[src/rtl/meas_frame_streamer.sv]
// Packs tick-triggered measurement sets (header, counter, data words) into a framed 32-bit stream.
// Latency: tick edge T -> header valid after edge T+2; one word written per cycle while framing.
// Backpressure: frames are admitted only if the whole frame fits in the FIFO, otherwise dropped and counted.
module meas_frame_streamer #(
   parameter int NUM_WORDS  = 8,
   parameter int FIFO_WORDS = 64
) (
   input  logic                          clk_i,
   input  logic                          reset,
   input  logic                          tick_i,
   input  logic [31:0]                   counter_i,
   input  logic [32*NUM_WORDS-1:0]       data_i,
   output logic [31:0]                   m_data_o,
   output logic                          m_valid_o,
   input  logic                          m_ready_i,
   output logic                          m_last_o,
   input  logic                          clear_i,
   output logic                          overflow_o,
   output logic [15:0]                   dropped_o,
   output logic [$clog2(FIFO_WORDS):0]   level_o
);

   localparam int FRAME_LEN = NUM_WORDS + 2;
   localparam int PTR_W     = $clog2(FIFO_WORDS);
   localparam int LVL_W     = PTR_W + 1;
   localparam int IDX_W     = $clog2(FRAME_LEN);

   localparam logic [IDX_W-1:0] LAST_IDX  = IDX_W'(FRAME_LEN - 1);
   localparam logic [LVL_W-1:0] FRAME_LVL = LVL_W'(FRAME_LEN);
   localparam logic [LVL_W-1:0] DEPTH_LVL = LVL_W'(FIFO_WORDS);
   localparam logic [7:0]       NW8       = 8'(NUM_WORDS);

   // One FIFO entry: stream word plus its end-of-frame marker.
   typedef struct packed {
      logic        last;
      logic [31:0] dat;
   } word_t;

   typedef enum logic {IDLE, WRITE} state_t;

   state_t           state_q, state_d;
   logic [IDX_W-1:0] idx_q;
   logic [15:0]      seq_q;
   logic [31:0]      frame_q [FRAME_LEN];

   word_t            mem_q [FIFO_WORDS];
   logic [PTR_W-1:0] wr_ptr_q, rd_ptr_q, rd_ptr_nxt;
   logic [LVL_W-1:0] level_q, remain;

   logic             space_ok, accept, drop, push, pop;
   word_t            push_word;

   // The whole frame must fit at the tick; this alone keeps the FIFO from overflowing.
   assign space_ok = (DEPTH_LVL - level_q) >= FRAME_LVL;

   // Write FSM: admit or drop ticks, then stream the captured frame one word per cycle.
   always_comb begin
      state_d       = state_q;
      accept        = 1'b0;
      drop          = 1'b0;
      push          = 1'b0;
      push_word.dat = frame_q[idx_q];
      push_word.last = 1'b0;
      case (state_q)
         IDLE: begin
            if (tick_i) begin
               if (space_ok) begin
                  accept  = 1'b1;
                  state_d = WRITE;
               end else begin
                  drop = 1'b1;
               end
            end
         end
         WRITE: begin
            push           = 1'b1;
            push_word.last = (idx_q == LAST_IDX);
            drop           = tick_i;
            if (idx_q == LAST_IDX) begin
               state_d = IDLE;
            end
         end
         default: state_d = IDLE;
      endcase
   end

   // FSM state, word index and sequence number.
   always_ff @(posedge clk_i) begin
      if (reset) begin
         state_q <= IDLE;
         idx_q   <= '0;
         seq_q   <= '0;
      end else begin
         state_q <= state_d;
         if (accept) begin
            idx_q <= '0;
            seq_q <= seq_q + 16'd1;
         end else if (push) begin
            idx_q <= idx_q + IDX_W'(1);
         end
      end
   end

   // Snapshot of the frame taken at the accepted tick so inputs may change while writing.
   always_ff @(posedge clk_i) begin
      if (accept) begin
         frame_q[0] <= {8'hA5, NW8, seq_q};
         frame_q[1] <= counter_i;
         for (int k = 0; k < NUM_WORDS; k++) begin
            frame_q[k+2] <= data_i[32*k +: 32];
         end
      end
   end

   assign pop        = m_valid_o & m_ready_i;
   assign rd_ptr_nxt = rd_ptr_q + PTR_W'(pop);
   assign remain     = level_q - LVL_W'(pop);

   // FIFO storage; entries need no reset since level/pointers define what is valid.
   always_ff @(posedge clk_i) begin
      if (push) begin
         mem_q[wr_ptr_q] <= push_word;
      end
   end

   // FIFO bookkeeping and registered head: a word becomes visible one edge after it is written.
   always_ff @(posedge clk_i) begin
      if (reset) begin
         wr_ptr_q  <= '0;
         rd_ptr_q  <= '0;
         level_q   <= '0;
         m_valid_o <= 1'b0;
         m_data_o  <= '0;
         m_last_o  <= 1'b0;
      end else begin
         wr_ptr_q  <= wr_ptr_q + PTR_W'(push);
         rd_ptr_q  <= rd_ptr_nxt;
         level_q   <= remain + LVL_W'(push);
         // Only words already stored before this edge may be presented next cycle.
         m_valid_o <= (remain != '0);
         if (remain != '0) begin
            m_data_o <= mem_q[rd_ptr_nxt].dat;
            m_last_o <= mem_q[rd_ptr_nxt].last;
         end else begin
            m_last_o <= 1'b0;
         end
      end
   end

   // Drop statistics; a drop coinciding with clear restarts the count at one.
   always_ff @(posedge clk_i) begin
      if (reset) begin
         dropped_o  <= '0;
         overflow_o <= 1'b0;
      end else if (drop) begin
         overflow_o <= 1'b1;
         if (clear_i) begin
            dropped_o <= 16'd1;
         end else begin
            dropped_o <= (dropped_o == 16'hFFFF) ? dropped_o : dropped_o + 16'd1;
         end
      end else if (clear_i) begin
         dropped_o  <= '0;
         overflow_o <= 1'b0;
      end
   end

   assign level_o = level_q;

endmodule

[config.mk]
export PLATFORM = sky130hd
export DESIGN_NAME = meas_frame_streamer
export DESIGN_NICKNAME = d
export VERILOG_FILES = /design/src/rtl/meas_frame_streamer.sv
export SDC_FILE = /design/constraint.sdc
export NUM_CORES = 2
export LEC_CHECK = 0
export ABC_AREA = 0
export CAP_MARGIN = 0
export CORE_ASPECT_RATIO = 1.4
export CORE_MARGIN = 3
export CORE_UTILIZATION = 63
export DETAILED_ROUTE_END_ITERATION = 7
export DONT_BUFFER_PORTS = 1
export PLACE_DENSITY = 0.79
export SLEW_MARGIN = 15
export SYNTH_ARGS = -nofsm -noshare
export SYNTH_HDL_FRONTEND = slang
export SYNTH_SLANG_ARGS = --single-unit
[constraint.sdc]
create_clock -name clk_i -period 15.6 [get_ports clk_i]
set_clock_uncertainty 0.1 [all_clocks]
set_input_delay 1.56 -clock clk_i [delete_from_list [all_inputs] [get_ports clk_i]]
set_output_delay 1.56 -clock clk_i [all_outputs]
set_load 0.01 [all_outputs]
==> run summary <==
DIE WIDTH - 336 um
CP Data Arrival Time - 6.96 ns
Seq cells post-synth - 2511
Filler cells - 8428
status - finished, final reports clean
cell area after placement - 99700 um^2
total power - 18.5 mW
clock power share - 29.3%
initial antenna violation count - 32
CTS sink count - 2511
post-DP HPWL - 130 mm
# rows - 169
Initial Utilization - 63.5%
PortBufs - 0
Combinational Power Share - 22.4%
asr flop ratio synth - 0%
Slew Limit Headroom - 22.9%
Critical Path Source Type - primary input
Final period util - 40.7%
CP top delay family - buffers and inverters
sw frac - 28.3%
WP data required - 16.21 ns
vias - 49500
critical path class - primary input to flip-flop
CTS buffer count - 214
Layout area overhead - 11.0%
final WL - 249 mm
number of enable flip-flop cells after synthesis - 2416
Final setup viols - 0
vias in the first global route - 50800
overflow left after global routing - 0
Power Density - 173 nW/um^2
core area - 152000 um^2
Reg area - 74500 um^2
YS warnings - 0
crit end category - flip-flop
first-pass GRT wire length - 357 mm
crit-path max FO - 106
post-synthesis cell type count - 61
sequential power share - 48.3%
final hold vios - 0
total global-route track usage - 32.3%
Syn Nets - 5040
CTS tree - yes
Final min period - 6.35 ns
Post-Syn Area - 96300 um^2
1st-pass router iterations - 6
die area - 158000 um^2
fin util - 70.5%
Lkg Pwr - 33.0 nW
Clk Tree Root Cell - clkbuf_16
Max Cap Violations - 0
Slew Viols, Final - 0
unrepaired setup endpoints after global routing - no
io pins - 351
Finished Cell Area - 107000 um^2
maximum clock rate - 0.158 GHz
fin cells - 6976
most frequent cells in the layout - edfxtp_1 (2416), mux4_2 (578), nand2_1 (385)
Hold Crit Class - flip-flop to flip-flop
nets@finish - 5122
slowest CP cell - buf_4
Remaining DRCs - 0
leading cell type in the layout, fill and taps excluded - edfxtp_1
GPL Wtd Cong - 0.849
Setup TNS Final - 0 ns
worst path cell trace - and2_1 > ha_4 > buf_12 > buf_4 > buf_4 > mux4_2 > and2_1 > a211oi_1 > a31oi_1 > a311o_1
Least-Margin Pin Slew - 1.16 ns
Setup Buffers After CTS - 0
Int Pwr - 13.2 mW
layout cells sized above 1 - 23.8%
post-cts resize count - 0
largest net degree at the start of global routing - 146
H-tree depth - 4
Avg Cell Area, Syn - 20.3 um^2
routed vias/inst - 7.10
Detail Route Antenna Nets - 0
Hold Buf Count CTS - 0
NetSw - 5.22 mW
register area share after synthesis - 77.3%
Worst Path Buf+Inv - 3
Clock Path Buffers - 3
Crit path largest cell delay - 0.83 ns
Synth Flop Type - edfxtp_1
Gate Count Post-Synth - 4733
routed len/inst - 35.7 um
initial drt markers - 6996
VDD IR max - 0.173 mV
clk_lat worst skew - 0.86 ns
die height - 469 um
Placed Instances - 6565
CTS clk-pin slew, worst paths - 0.06 ns
Multi-input gate area - 21600 um^2
## layer usage
layer	track usage, %	up-vias	routed length (um)
met1	39.8	25300	77600
met2	52.1	3873	123000
met3	7.79	782	30400
met4	20.7	12	18500
met5	0	-	77
li1	-	19600	-
## cells in the mapped netlist, drive strengths merged, types with 25 or more instances
library cell	instances	area share, %
mux2	25	0.29
and3	38	0.25
nor2b	28	0.18
nand2	385	1.5
a31oi	32	0.21
nor2	127	0.50
a21oi	86	0.45
and2	39	0.25
mux2i	31	0.32
dfxtp	95	2.0
buf	96	0.45
a311o	30	0.31
edfxtp	2416	75
a22oi	43	0.34
clkbuf	178	0.69
a221oi	31	0.28
a211oi	70	0.55
nand3	222	1.2
mux4	578	14
## per-stage QoR
step | worst slack, ns | hold slack (ns)
2_1_floorplan | 4.56 | 0.308
3_3_place_gp | 8.38 | 0.320
3_5_place_dp | 8.43 | 0.328
4_1_cts | 9.27 | 0.330
5_1_grt | 8.87 | 0.344
6_report | 9.25 | 0.337
## area by class of cell
cell class	instances	area share, %
multi-input cells	1930	20.2
diodes	10	0.0234
repair buffers	140	1.08
clock inverters	134	1.29
inverters	18	0.0632
clock buffers	267	5.34
well taps	1966	2.30
flip-flops and latches	2511	69.7
## cells by family after synthesis
group | after synthesis | share of synthesized area [%]
AO/OA/AOI/OAI | 338 | 2.46
multiplexers | 634 | 14.1
AND/OR/NAND/NOR | 910 | 4.34
XOR/XNOR | 34 | 0.309
buffers and inverters | 292 | 1.22
adder cells (fa/ha/maj) | 14 | 0.182
flip-flops | 2511 | 77.3
## power by group through the flow
stage                     logic (mW)  registers (mW)  clock network, mW
final                           4.13            8.91               5.41
after global routing            4.40            8.93               5.68
after CTS                       4.13            8.90               5.45
after detailed placement        4.07            9.04                  0
after global placement          3.95            9.01                  0
after floorplan                 2.83            9.10                  0
## sequential cells by signal (all words and copies together) (netlist names), named ones only
signal,flops
mem_q,2112
m_data_o,32
dropped_o,16
rd_ptr_q,6
state_q,1
m_valid_o,1
overflow_o,1
m_last_o,1
seq_q,16
wr_ptr_q,6
level_o,7
idx_q,4
frame_q,304
## path summary, 6_finish.rpt
check,from,end,slack (ns),cells after the start
hold / removal,seq_q[15]$_SDFFE_PP0P_,frame_q[0][15]$_DFFE_PP_,0.34,0
hold reg to reg,seq_q[15]$_SDFFE_PP0P_,frame_q[0][15]$_DFFE_PP_,0.34,0
setup / recovery,m_ready_i,m_data_o[2]$_SDFFE_PP0P_,9.25,10
setup reg to reg,m_valid_o$_SDFF_PP0_,m_data_o[2]$_SDFFE_PP0P_,9.58,10
(Power assumes the default switching activity.)
